`src/rtl/gps_sample_buffer.sv`:
```
// gps_sample_buffer: synchronizes raw GPS front-end samples into a 16-deep FIFO feeding the SPI bridge
//   MCU_CLK_25_000 : sole clock, RESET_N : synchronous active-low reset
//   GPS_CLK, GPS_{I0,I1,Q0,Q1}_RAW : asynchronous front-end clock and sample bits
//   SAMPLE_ACK : pop pulse; GPS_{I0,I1,Q0,Q1} : queue head; DATAREADY : non-empty
//   LEVEL : occupancy; OVERFLOW / OVF_COUNT : sticky drop flag and saturating drop count
`timescale 1ns/1ps
module gps_sample_buffer #(
  parameter int ADDR_W = 4,
  parameter int OVF_W  = 8
) (
  input  logic              MCU_CLK_25_000,
  input  logic              RESET_N,
  input  logic              GPS_CLK,
  input  logic              GPS_I0_RAW,
  input  logic              GPS_I1_RAW,
  input  logic              GPS_Q0_RAW,
  input  logic              GPS_Q1_RAW,
  input  logic              SAMPLE_ACK,
  output logic              GPS_I0,
  output logic              GPS_I1,
  output logic              GPS_Q0,
  output logic              GPS_Q1,
  output logic              DATAREADY,
  output logic [ADDR_W:0]   LEVEL,
  output logic              OVERFLOW,
  output logic [OVF_W-1:0]  OVF_COUNT
);
  localparam int DEPTH = 2 ** ADDR_W;
  logic              s1_q, s2_q, s3_q;
  logic [3:0]        d1_q, d2_q;
  logic [ADDR_W-1:0] wr_ptr_q, wr_ptr_d, rd_ptr_q, rd_ptr_d;
  logic [ADDR_W:0]   level_q, level_d;
  logic              ovf_q, ovf_d;
  logic [OVF_W-1:0]  ovf_cnt_q, ovf_cnt_d;
  logic [3:0]        mem_q [DEPTH];
  logic              push, pop, full, wr_en, drop;
  always_comb begin
    push      = s2_q & ~s3_q;
    pop       = SAMPLE_ACK & (level_q != '0);
    full      = level_q == (ADDR_W+1)'(DEPTH);
    // a pop in the same cycle frees the slot the push needs, so it is not an overflow
    wr_en     = push & (~full | pop);
    drop      = push & full & ~pop;
    wr_ptr_d  = wr_en ? wr_ptr_q + 1'b1 : wr_ptr_q;
    rd_ptr_d  = pop ? rd_ptr_q + 1'b1 : rd_ptr_q;
    level_d   = level_q + (ADDR_W+1)'(wr_en) - (ADDR_W+1)'(pop);
    ovf_d     = ovf_q | drop;
    ovf_cnt_d = (drop && ovf_cnt_q != '1) ? ovf_cnt_q + 1'b1 : ovf_cnt_q;
    DATAREADY = level_q != '0;
    LEVEL     = level_q;
    OVERFLOW  = ovf_q;
    OVF_COUNT = ovf_cnt_q;
    {GPS_I0, GPS_I1, GPS_Q0, GPS_Q1} = DATAREADY ? mem_q[rd_ptr_q] : 4'h0;
  end
  always_ff @(posedge MCU_CLK_25_000) begin
    if (!RESET_N) begin
      s1_q      <= 1'b0;
      s2_q      <= 1'b0;
      s3_q      <= 1'b0;
      d1_q      <= '0;
      d2_q      <= '0;
      wr_ptr_q  <= '0;
      rd_ptr_q  <= '0;
      level_q   <= '0;
      ovf_q     <= 1'b0;
      ovf_cnt_q <= '0;
    end else begin
      s1_q      <= GPS_CLK;
      s2_q      <= s1_q;
      s3_q      <= s2_q;
      d1_q      <= {GPS_I0_RAW, GPS_I1_RAW, GPS_Q0_RAW, GPS_Q1_RAW};
      d2_q      <= d1_q;
      wr_ptr_q  <= wr_ptr_d;
      rd_ptr_q  <= rd_ptr_d;
      level_q   <= level_d;
      ovf_q     <= ovf_d;
      ovf_cnt_q <= ovf_cnt_d;
    end
  end
  always_ff @(posedge MCU_CLK_25_000) begin
    if (RESET_N && wr_en) mem_q[wr_ptr_q] <= d2_q;
  end
endmodule
```
`config.mk`:
```
export PLATFORM = sky130hd
export DESIGN_NAME = gps_sample_buffer
export DESIGN_NICKNAME = d
export VERILOG_FILES = /design/src/rtl/gps_sample_buffer.sv
export SDC_FILE = /design/constraint.sdc
export NUM_CORES = 1
export LEC_CHECK = 0
export ABC_AREA = 1
export CAP_MARGIN = 5
export CORE_MARGIN = 4
export CORE_UTILIZATION = 53
export DETAILED_ROUTE_END_ITERATION = 7
export GPL_ROUTABILITY_DRIVEN = 0
export PLACE_DENSITY = 0.74
export SYNTH_ARGS = -nofsm -noshare
export SYNTH_HDL_FRONTEND = slang
export SYNTH_SLANG_ARGS = --single-unit
```
`constraint.sdc`:
```
create_clock -name MCU_CLK_25_000 -period 2.4 [get_ports MCU_CLK_25_000]
set_input_delay 0.36 -clock MCU_CLK_25_000 [delete_from_list [all_inputs] [get_ports MCU_CLK_25_000]]
set_output_delay 0.36 -clock MCU_CLK_25_000 [all_outputs]
set_load 0.02 [all_outputs]
```
==> Flow_metrics.wiki, run 1 <==
{| class="wikitable"
! Metric !! Value
|-
| Result of the run || finished clean
|-
| Antenna cells || 0
|-
| Post-synthesis cell count || 450
|-
| Number of register bits inferred by synthesis || 101
|-
| TritonCTS clock tree || done
|-
| Worst r2r src || LEVEL[2]
|-
| Remaining routing DRC violations || 0
|-
| Switching power as a share of total power || 33.7%
|-
| Total leakage power || 1.97 nW
|-
| Clk sinks || 101
|-
| Number of antenna violations at the first check in global routing || 0
|-
| Number of buffers added to fix hold violations after cts || 0
|-
| Clock latency on the worst-skew pair || 360 ps
|-
| HPWL after detailed placement || 5720 um
|-
| CTS max path bufs || 2
|-
| Number of detailed-route iterations in the first pass || 5
|-
| Worst setup EP type || register
|-
| Reported net switching power || 1.44 mW
|-
| Final period utilization || 93.9%
|-
| Kind of cell adding the most delay to the critical path || adder cells
|-
| Power density relative to cell area || 866 nW/um^2
|-
| Area of the core region || 7850 um^2
|-
| Max FO, Critical Path || 3
|-
| Wire length per cell || 14.0 um
|-
| Final critical path time including I/O delays and setup || 2250 ps
|-
| Maximum number of pins on one net before global-route repair || 33
|-
| Synthesized area || 4350 um^2
|-
| Crit path from || LEVEL[2]
|-
| Height of the chip || 98.5 um
|-
| Total internal power || 2.84 mW
|-
| Post-route core utilization || 63.1%
|-
| Tightest Pin Transition || 607 ps
|-
| CP bufs+invs || 4
|-
| Hold Violations, Final || 0
|-
| Yosys synthesis warning count || 0
|-
| Part of the power in the clock network || 21.9%
|-
| Fraction of power consumed by sequential logic || 47.0%
|-
| WL final || 8300 um
|-
| Category of the worst setup path launch point || register
|-
| Cell with the largest stage delay on the worst path || sky130_fd_sc_hd__fa_2
|-
| Net count after synthesis || 471
|-
| Class of the most critical setup path || register to register
|-
| Total CTS buffers || 9
|-
| Min-delay src || s2_q
|-
| Final Net Count || 507
|-
| Biggest cell delay along the critical path || 370 ps
|-
| Number of ports placed on the die boundary || 27
|-
| Die outline width || 98.5 um
|-
| Maximum resistive drop on vdd || 352 uV
|-
| First-pass GRT wire length || 13900 um
|-
| Mean post-synth cell area || 9.66 um^2
|-
| Part of the Yosys area used for sequential elements || 61.3%
|-
| Max Cap Violations || 0
|-
| FMAX || 444 MHz
|-
| Htree depth || 3
|-
| Via Count || 3027
|-
| Global routing usage summed across all routing layers || 18.2%
|-
| Via density per instance || 5.10
|-
| Number of global-route vias before repair || 2955
|-
| Initial Util || 55.4%
|-
| Max-slew violation count || 0
|-
| Required time of the critical path || 2640 ps
|-
| CTS Root Cell || sky130_fd_sc_hd__clkbuf_8
|-
| Number of DRC markers after the initial detailed-route iteration || 195
|-
| Setup violators final || 0
|-
| Die area || 9710 um^2
|-
| Distinct cell type count after synthesis || 29
|-
| Ordered cell list for the critical path || inv_1 > ha_4 > nand4_1 > nand2_2 > ha_1 > inv_1 > ha_1 > inv_1 > fa_2 > buf_4 > o21ai_0 > a21oi_1
|-
| Min-Delay Path Class || register to register
|-
| Total congestion overflow || 0
|-
| Most frequent CP cell || sky130_fd_sc_hd__inv_1
|-
| Clock-pin slew on the worst setup and hold paths || 90 ps
|-
| Layout cell share with drive strength beyond 1 || 10.4%
|-
| Worst EP arrival || 2500 ps
|-
| Relative slew slack || 59.5%
|-
| Port Buffer Count || 26
|-
| Relative area change from synthesis to final layout || 14.0%
|-
| Clock Skews || 9.29 ps
|-
| Std-Cell Rows || 32
|-
| Relative contribution of combinational cells to total power || 31.0%
|-
| Sum of negative setup slack || 0 ps
|-
| Number of routed nets with antenna violations || 0
|}
## Yosys cell counts
library cell / n / area (um^2)
sky130_fd_sc_hd__nand2_2: 2 / 12.5
sky130_fd_sc_hd__nor2_4: 2 / 22.5
sky130_fd_sc_hd__nor2_2: 3 / 18.8
sky130_fd_sc_hd__o21ai_2: 1 / 8.76
sky130_fd_sc_hd__nor3_1: 3 / 15.0
sky130_fd_sc_hd__dfxtp_1: 37 / 741
sky130_fd_sc_hd__buf_6: 5 / 56.3
sky130_fd_sc_hd__nand4_1: 2 / 12.5
sky130_fd_sc_hd__o21ai_0: 8 / 40.0
sky130_fd_sc_hd__fa_1: 1 / 20.0
sky130_fd_sc_hd__or2_2: 1 / 6.26
sky130_fd_sc_hd__o31ai_1: 1 / 7.51
sky130_fd_sc_hd__ha_1: 12 / 150
sky130_fd_sc_hd__inv_2: 4 / 15.0
sky130_fd_sc_hd__nor2_1: 47 / 176
sky130_fd_sc_hd__inv_1: 39 / 146
sky130_fd_sc_hd__a21oi_1: 15 / 75.1
sky130_fd_sc_hd__clkbuf_1: 1 / 3.75
sky130_fd_sc_hd__buf_2: 4 / 20.0
sky130_fd_sc_hd__nor2_8: 1 / 20.0
sky130_fd_sc_hd__xnor2_1: 2 / 17.5
sky130_fd_sc_hd__edfxtp_1: 64 / 1920
sky130_fd_sc_hd__nand2_4: 1 / 11.3
sky130_fd_sc_hd__o21ai_1: 3 / 15.0
sky130_fd_sc_hd__nand3_1: 56 / 280
sky130_fd_sc_hd__clkinv_4: 1 / 8.76
sky130_fd_sc_hd__buf_4: 4 / 30.0
sky130_fd_sc_hd__a21oi_2: 1 / 8.76
sky130_fd_sc_hd__nand2_1: 129 / 484
## power by group through the flow
stage	logic [mW]	clock network, mW	registers, mW
after detailed placement	1.28	0	2.05
after CTS	1.27	0.959	2.02
after global placement	1.25	0	2.05
after floorplan	0.850	0	2.06
after global routing	1.49	1.04	2.03
final	1.33	0.941	2.02
## stage by stage
step,worst slack (ps),cells,area [um^2],hold WS (ps),total power [mW]
after floorplan,9.90,450,4370,390,2.91
after global placement,-127,576,4750,393,3.29
after detailed placement,-230,576,4750,408,3.33
final,147,593,4950,423,4.29
after global routing,-36.8,593,4950,453,4.56
after CTS,24.0,592,4920,424,4.24
## worst paths after layout
kind / slack (ps) / to / cells after the start
max: 150 / LEVEL[2] / 12
min: 420 / s3_q / 2
max reg2reg: 150 / LEVEL[2] / 12
min reg2reg: 420 / s3_q / 2
## cell families (layout without fill, tap and decap cells)
logic type / count (synthesis) / after routing / share of synthesized area, %
AOI/OAI and AO/OA: 29 / 29 / 3.57
and+or+nand+nor: 247 / 247 / 24.4
buffers and inverters: 58 / 99 / 6.45
DFF: 101 / 101 / 61.3
adders and majority gates: 13 / 13 / 3.92
xor gates and xnor gates: 2 / 2 / 0.403
## layout make-up
cell class	instances	area [um^2]
clock buffers	11	131
flip-flops and latches	101	2670
fillers	642	2900
multi-input cells	291	1450
repair buffers	39	365
well taps	102	128
inverters	44	178
clock inverters	5	35.0
## what timing repair did
action,in CTS,in global routing
pin swaps,0,3
setup endpoints to repair,5,2
resized for setup,8,4
endpoints found under the hold margin,0,0
buffers inserted,0,1
## worst min-delay path, delay by kind of cell (launching register included)
kind / cells / cell delay, ps
buffers and inverters: 1 / 30
flip-flops: 1 / 320
AND/OR/NAND/NOR: 1 / 50
## routing by layer
layer | part of all wire [%] | track usage [%] | up-vias | wire [um]
li1 | - | - | 1540 | -
met1 | 44 | 23.0 | 1389 | 3680
met2 | 49 | 29.7 | 85 | 4080
met3 | 4.9 | 4.67 | 13 | 409
met4 | 1.5 | 7.56 | 0 | 127
met5 | 0 | 0 | - | 0
## flip-flops by register name, summed over array words and instances, names as in the netlist, named ones only
name,cells
s2_q,1
wr_ptr_q,4
OVF_COUNT,8
s1_q,1
mem_q,64
rd_ptr_q,4
d1_q,4
OVERFLOW,1
s3_q,1
LEVEL,5
d2_q,4
## cells in the final DEF (no fill, tap or decap), types with 3 or more instances in the layout
cell type / instances
sky130_fd_sc_hd__a21oi_1: 15
sky130_fd_sc_hd__buf_4: 12
sky130_fd_sc_hd__clkbuf_8: 9
sky130_fd_sc_hd__clkdlybuf4s50_1: 22
sky130_fd_sc_hd__clkinvlp_4: 3
sky130_fd_sc_hd__dfxtp_1: 34
sky130_fd_sc_hd__dlygate4sd2_1: 4
sky130_fd_sc_hd__edfxtp_1: 64
sky130_fd_sc_hd__ha_1: 11
sky130_fd_sc_hd__inv_1: 39
sky130_fd_sc_hd__inv_2: 4
sky130_fd_sc_hd__nand2_1: 128
sky130_fd_sc_hd__nand2_2: 3
sky130_fd_sc_hd__nand3_1: 55
sky130_fd_sc_hd__nor2_1: 47
sky130_fd_sc_hd__nor2_2: 3
sky130_fd_sc_hd__nor3_1: 3
sky130_fd_sc_hd__o21ai_0: 7
sky130_fd_sc_hd__o21ai_1: 4
No activity file was read; power rests on OpenSTA's default activity.
==> run 2: changes to the inputs <==
- RECOVER_POWER: unset -> 50
==> run 2 against run 1 <==
Effect of this change: setup slack got worse by 0.94 ps; maximum frequency about the same; power is 0.73% lower; hold slack gained 1.2 ps; design area down 0.88%; wire length up 0.17%; sequential power barely moved; non-clock buffer count stayed put; register-to-register slack about the same; combinational power hardly changed; clock power hardly changed; largest power group unchanged; highest routed layer unchanged.
==> Flow_metrics.wiki, run 2 (synthesis gave the netlist of run 1 again) <==
{| class="wikitable"
! Metric !! Value
|-
| Maximum number of pins on one net before global-route repair || 33
|-
| Setup violators final || 0
|-
| Power density relative to cell area || 867 nW/um^2
|-
| First-pass GRT wire length || 13900 um
|-
| Tot Pwr || 4.26 mW
|-
| Flip-flop and latch area || 2670 um^2
|-
| Antenna cells || 0
|-
| Worst hold margin || 424 ps
|-
| Fraction of power consumed by sequential logic || 47.3%
|-
| Number of global-route vias before repair || 2955
|-
| Total CTS buffers || 9
|-
| Relative area change from synthesis to final layout || 13.0%
|-
| Initial Util || 55.4%
|-
| Part of the power in the clock network || 22.1%
|-
| Number of ports placed on the die boundary || 27
|-
| Tightest Pin Transition || 641 ps
|-
| Category of the worst setup path launch point || register
|-
| Total leakage power || 1.95 nW
|-
| Relative contribution of combinational cells to total power || 30.5%
|-
| Final period utilization || 93.9%
|-
| Most frequent standard cell in the layout excluding fill and tap cells || sky130_fd_sc_hd__nand2_1
|-
| Max FO, Critical Path || 3
|-
| Number of cells in the finished layout apart from fillers || 593
|-
| Result of the run || finished clean
|-
| CTS max path bufs || 2
|-
| Hold Violations, Final || 0
|-
| Wire length per cell || 14.0 um
|-
| WL final || 8320 um
|-
| Placed Instances || 576
|-
| Number of detailed-route iterations in the first pass || 4
|-
| Number of antenna violations at the first check in global routing || 0
|-
| Global routing usage summed across all routing layers || 18.2%
|-
| Max FFs per register || 64
|-
| Number of buffers added to fix hold violations after cts || 0
|-
| Min-Delay Path Class || register to register
|-
| Top reg by flops || mem_q
|-
| Number of filler instances in the final layout || 652
|-
| Commonest cells after routing, fill and taps aside || sky130_fd_sc_hd__nand2_1, sky130_fd_sc_hd__edfxtp_1, sky130_fd_sc_hd__nand3_1, sky130_fd_sc_hd__nor2_1, sky130_fd_sc_hd__inv_1
|-
| Maximum resistive drop on vdd || 352 uV
|-
| Clk sinks || 101
|-
| TritonCTS clock tree || done
|-
| Remaining routing DRC violations || 0
|-
| Final critical path time including I/O delays and setup || 2250 ps
|-
| Clock latency on the worst-skew pair || 360 ps
|-
| FMAX || 444 MHz
|-
| Switching power as a share of total power || 33.6%
|-
| Number of routed nets with antenna violations || 0
|-
| Clock-pin slew on the worst setup and hold paths || 90 ps
|-
| Worst EP arrival || 2550 ps
|-
| Final Net Count || 507
|-
| Relative slew slack || 57.2%
|-
| Clock Skews || 8.34 ps
|-
| Class of the most critical setup path || register to register
|-
| Htree depth || 3
|-
| Max-slew violation count || 0
|-
| Number of DRC markers after the initial detailed-route iteration || 221
|-
| HPWL after detailed placement || 5720 um
|-
| Worst setup EP type || register
|-
| Reported net switching power || 1.43 mW
|-
| Layout cell share with drive strength beyond 1 || 8.55%
|-
| Area of the core region || 7850 um^2
|-
| Required time of the critical path || 2700 ps
|-
| Height of the chip || 98.5 um
|-
| Max Cap Violations || 0
|-
| Total internal power || 2.82 mW
|-
| Total congestion overflow || 0
|-
| Multi-input combinational cell area || 1410 um^2
|-
| Port Buffer Count || 26
|-
| Std-Cell Rows || 32
|-
| Die outline width || 98.5 um
|-
| Via Count || 3050
|-
| Die area || 9710 um^2
|-
| CTS Root Cell || sky130_fd_sc_hd__clkbuf_8
|-
| Via density per instance || 5.14
|}
## run 2: layer usage
layer | GRT usage (%) | up-vias | wire (um)
met2 | 29.7 | 90 | 4080
met3 | 4.67 | 15 | 417
met1 | 23.0 | 1404 | 3680
met4 | 7.56 | 0 | 135
li1 | - | 1541 | -
met5 | 0 | - | 0
## run 2: final timing paths
check	cells past startpoint	start	slack [ps]	end
setup reg to reg	13	LEVEL[2]	150	LEVEL[4]
hold / removal	2	d1_q[2]	420	d2_q[2]
hold reg to reg	2	d1_q[2]	420	d2_q[2]
setup / recovery	13	LEVEL[2]	150	LEVEL[4]
## run 2: cell type report
type	count	area share, %
flip-flops and latches	101	54.4
multi-input cells	291	28.8
repair buffers	39	7.21
inverters	44	3.62
clock buffers	11	2.68
well taps	102	2.60
clock inverters	5	0.714
## run 2: repair_timing
action,in CTS,in global routing
pin swaps,0,3
hold endpoints to repair,0,0
gates resized for setup,8,4
setup buffers,0,1
setup endpoints to repair,5,2
## run 2: metrics by stage
step	area [um^2]	worst slack [ps]	utilization [%]	TNS [ps]
finish	4910	146	62.5	0
global route	4910	-26.1	62.5	-26.1
CTS	4920	24.0	62.7	0
detailed placement	4750	-230	60.5	-320
global placement	4750	-127	60.5	-156
floorplan	4370	9.90	-	0
## run 2: power groups by stage
stage	Combinational (mW)	Sequential [mW]	Clock (mW)
floorplan	0.850	2.06	0
global placement	1.25	2.05	0
detailed placement	1.28	2.05	0
CTS	1.27	2.02	0.959
global route	1.46	2.03	1.04
finish	1.30	2.01	0.942
## run 2: critical path, cell delays in order, from the launching register on
cell and delay [ps]:
sky130_fd_sc_hd__dfxtp_2 340, sky130_fd_sc_hd__inv_1 110, sky130_fd_sc_hd__ha_4 170, sky130_fd_sc_hd__nand3_4 80
sky130_fd_sc_hd__nand2_1 110, sky130_fd_sc_hd__inv_2 50, sky130_fd_sc_hd__ha_1 280, sky130_fd_sc_hd__inv_1 50
sky130_fd_sc_hd__ha_1 170, sky130_fd_sc_hd__inv_1 60, sky130_fd_sc_hd__fa_2 370, sky130_fd_sc_hd__o31ai_4 210
sky130_fd_sc_hd__o21ai_1 90, sky130_fd_sc_hd__a21oi_1 120
==> run 3: changes to the inputs <==
- ABC_AREA: 1 -> 0
- CORE_UTILIZATION: 53 -> 52
- GPL_TIMING_DRIVEN: unset -> 0
- PLACE_DENSITY: 0.74 -> 0.73
==> run 3 against run 2 <==
Effect of this change: the flow now finishes with violations (setup timing); cell count fell by 25%; design area up 0.64%; via count down 22%; non-clock buffer count is 12 higher; die area fell by 3.7%; count of clock-buffer cells in the layout is 2 lower; area after synthesis down 5.8%.
==> Flow_metrics.wiki, run 3 <==
{| class="wikitable"
! Metric !! Value
|-
| Clock latency on the worst-skew pair || 350 ps
|-
| Commonest cells after routing, fill and taps aside || sky130_fd_sc_hd__edfxtp_1, sky130_fd_sc_hd__dfxtp_1, sky130_fd_sc_hd__nor2_1, sky130_fd_sc_hd__clkdlybuf4s50_1, sky130_fd_sc_hd__mux4_2
|-
| Leading post-synthesis cells by cell area || sky130_fd_sc_hd__edfxtp_1, sky130_fd_sc_hd__dfxtp_1, sky130_fd_sc_hd__mux4_2, sky130_fd_sc_hd__ha_1, sky130_fd_sc_hd__nor2_1
|-
| Initial Util || 53.2%
|-
| Clk sinks || 101
|-
| Via density per instance || 5.40
|-
| Placed Area || 4570 um^2
|-
| WL final || 7470 um
|-
| HPWL after detailed placement || 5170 um
|-
| Number of detailed-route iterations in the first pass || 4
|-
| Max FFs per register || 64
|-
| Part of the Yosys area used for sequential elements || 65.1%
|-
| Biggest cell delay along the critical path || 480 ps
|-
| Port Buffer Count || 26
|-
| Post-synth top area share || 47.0%
|-
| Total leakage power || 1.66 nW
|-
| Synthesized area || 4090 um^2
|-
| Std-Cell Rows || 32
|-
| Post-synthesis cell count || 286
|-
| Total internal power || 3.06 mW
|-
| Hold Violations, Final || 0
|-
| Worst hold margin || 436 ps
|-
| Distinct cell type count after synthesis || 39
|-
| Tightest Pin Transition || 702 ps
|-
| Post-route core utilization || 64.3%
|-
| Yosys synthesis warning count || 0
|-
| Most used standard cells in the synthesized netlist || sky130_fd_sc_hd__edfxtp_1, sky130_fd_sc_hd__dfxtp_1, sky130_fd_sc_hd__nor2_1
|-
| Tot Pwr || 4.39 mW
|-
| Design area || 4940 um^2
|-
| Failing checks || setup timing
|-
| EDFF count, synth || 64
|-
| Setup violators final || 5
|-
| Global routing usage summed across all routing layers || 16.8%
|-
| Number of cells in the finished layout apart from fillers || 442
|-
| Reported net switching power || 1.33 mW
|-
| Total congestion overflow || 0
|-
| Layout cell share with drive strength beyond 1 || 25.0%
|-
| Post-placement setup slack || -779 ps
|-
| Die area || 9350 um^2
|-
| Number of antenna violations at the first check in global routing || 0
|-
| Clock-pin slew on the worst setup and hold paths || 100 ps
|-
| Fraction of power consumed by sequential logic || 46.0%
|-
| Worst EP arrival || 2770 ps
|-
| TritonCTS clock tree || done
|-
| Sum of negative setup slack || -323 ps
|-
| Area of the core region || 7690 um^2
|-
| Switching power as a share of total power || 30.3%
|-
| Number of global-route vias before repair || 2529
|-
| CTS max path bufs || 2
|-
| Mean post-synth cell area || 14.3 um^2
|-
| Wire length per cell || 16.9 um
|-
| Leading register cell type out of synthesis || sky130_fd_sc_hd__edfxtp_1
|-
| Maximum number of pins on one net before global-route repair || 19
|-
| Class of the most critical setup path || register to register
|-
| Required time of the critical path || 2650 ps
|-
| Relative area change from synthesis to final layout || 20.7%
|-
| Number of routed nets with antenna violations || 0
|-
| Clock Skews || 14.3 ps
|-
| Min-Delay Path Class || register to register
|-
| Height of the chip || 96.7 um
|-
| Power density relative to cell area || 889 nW/um^2
|-
| Max FO, Critical Path || 2
|-
| Htree depth || 3
|-
| Via Count || 2388
|-
| Die outline width || 96.7 um
|-
| Antenna cells || 0
|-
| Final Net Count || 356
|-
| Final period utilization || 105%
|-
| Most common cell in the netlist || sky130_fd_sc_hd__edfxtp_1
|-
| Number of ports placed on the die boundary || 27
|-
| Part of the power in the clock network || 22.5%
|-
| Unrepaired setup endpoints after global routing || true
|-
| Max-slew violation count || 0
|-
| CTS Root Cell || sky130_fd_sc_hd__clkbuf_8
|-
| Max Cap Violations || 0
|-
| Net count after synthesis || 307
|-
| Worst setup EP type || register
|-
| Hold path depth || 1
|-
| Relative contribution of combinational cells to total power || 31.4%
|-
| First-pass GRT wire length || 12400 um
|-
| Relative slew slack || 52.8%
|-
| Post-synth ARST share || 0%
|-
| Result of the run || finished with violations
|-
| Most frequent standard cell in the layout excluding fill and tap cells || sky130_fd_sc_hd__edfxtp_1
|-
| Ordered cell list for the critical path || inv_4 > ha_4 > or4b_4 > nand2_4 > inv_2 > ha_4 > inv_2 > ha_4 > inv_2 > fa_2 > nand2b_4 > a21oi_4 > o21ai_2 > nor3b_2
|-
| Remaining routing DRC violations || 0
|-
| Placed Instances || 414
|-
| Maximum resistive drop on vdd || 616 uV
|-
| Crit path setup slack, layout || -121 ps
|-
| FMAX || 397 MHz
|-
| Top reg by flops || mem_q
|-
| Cell with the largest stage delay on the worst path || sky130_fd_sc_hd__or4b_4
|-
| Number of register bits inferred by synthesis || 101
|-
| Final critical path time including I/O delays and setup || 2520 ps
|-
| Total CTS buffers || 9
|-
| Path depth of the worst reg2reg path || 14
|-
| Category of the worst setup path launch point || register
|-
| Library cell with the largest summed area after synthesis || sky130_fd_sc_hd__edfxtp_1
|-
| Number of DRC markers after the initial detailed-route iteration || 107
|}
-- run 3: cell count changes after synthesis, sizes merged, moves of 4 or more --
cell	delta
and2	+12
buf	-4
inv	-30
mux2	+4
mux2i	+6
mux4	+16
nand2	-124
nand2b	+5
nand3	-47
nor2	-31
o21ai	-5
or4	+5
-- run 3: logic make-up (layout without fill, tap and decap cells) --
logic type	after synthesis	in the layout	synth area share, %
XOR/XNOR	6	6	1.28
AND/OR/NAND/NOR	79	79	10.5
flip-flops	101	101	65.1
buffers and inverters	27	81	2.63
adder cells (fa/ha/maj)	13	13	4.16
multiplexers	26	26	11.4
AO/OA/AOI/OAI	34	34	5.01
-- run 3: routing by layer --
| metal | part of all wire [%] | routed length [um] | GRT usage, % |
|---|---|---|---|
| met5 | 0 | 0 | 0 |
| met2 | 52 | 3900 | 28.5 |
| met3 | 2.8 | 212 | 3.24 |
| met1 | 44 | 3260 | 21.9 |
| met4 | 1.2 | 88 | 5.51 |
-- run 3: power groups by stage --
| stage | Combinational (mW) | Clock (mW) | Sequential (mW) |
|---|---|---|---|
| CTS | 1.31 | 1.01 | 2.02 |
| global route | 1.50 | 1.09 | 2.03 |
| floorplan | 0.793 | 0 | 2.08 |
| finish | 1.38 | 0.988 | 2.02 |
| detailed placement | 1.16 | 0 | 2.06 |
| global placement | 1.14 | 0 | 2.05 |
-- run 3: path summary, 6_finish.rpt --
path                               start  endpoint  slack, ps
worst min register to register   d1_q[1]   d2_q[1]        440
worst max register to register  LEVEL[2]  LEVEL[4]       -120
worst max-delay path            LEVEL[2]  LEVEL[4]       -120
worst min-delay path             d1_q[1]   d2_q[1]        440
-- run 3: area by class of cell --
type / instances / area [um^2]
Fill cell: 574 / 2750
Sequential cell: 101 / 2670
Multi-Input combinational cell: 158 / 1460
Timing Repair Buffer: 39 / 354
Tap cell: 102 / 128
Clock buffer: 9 / 124
Buffer: 12 / 90.1
Inverter: 14 / 57.6
Clock inverter: 7 / 56.3
-- run 3: what timing repair did --
action                                  in CTS  in global routing
hold buffers                                 0                  0
pin swaps                                    5                  3
endpoints found under the setup margin      13                 10
gates resized for setup                     38                 16
endpoints found under the hold margin        0                  0
buffers inserted                            10                  5
-- run 3: critical path: cells and delay by family, from the launching register on --
kind,cells,cell delay [ps]
simple gates,4,870
fa+ha+maj,4,800
flops,1,370
buf+inv,4,200
compound gates,2,190
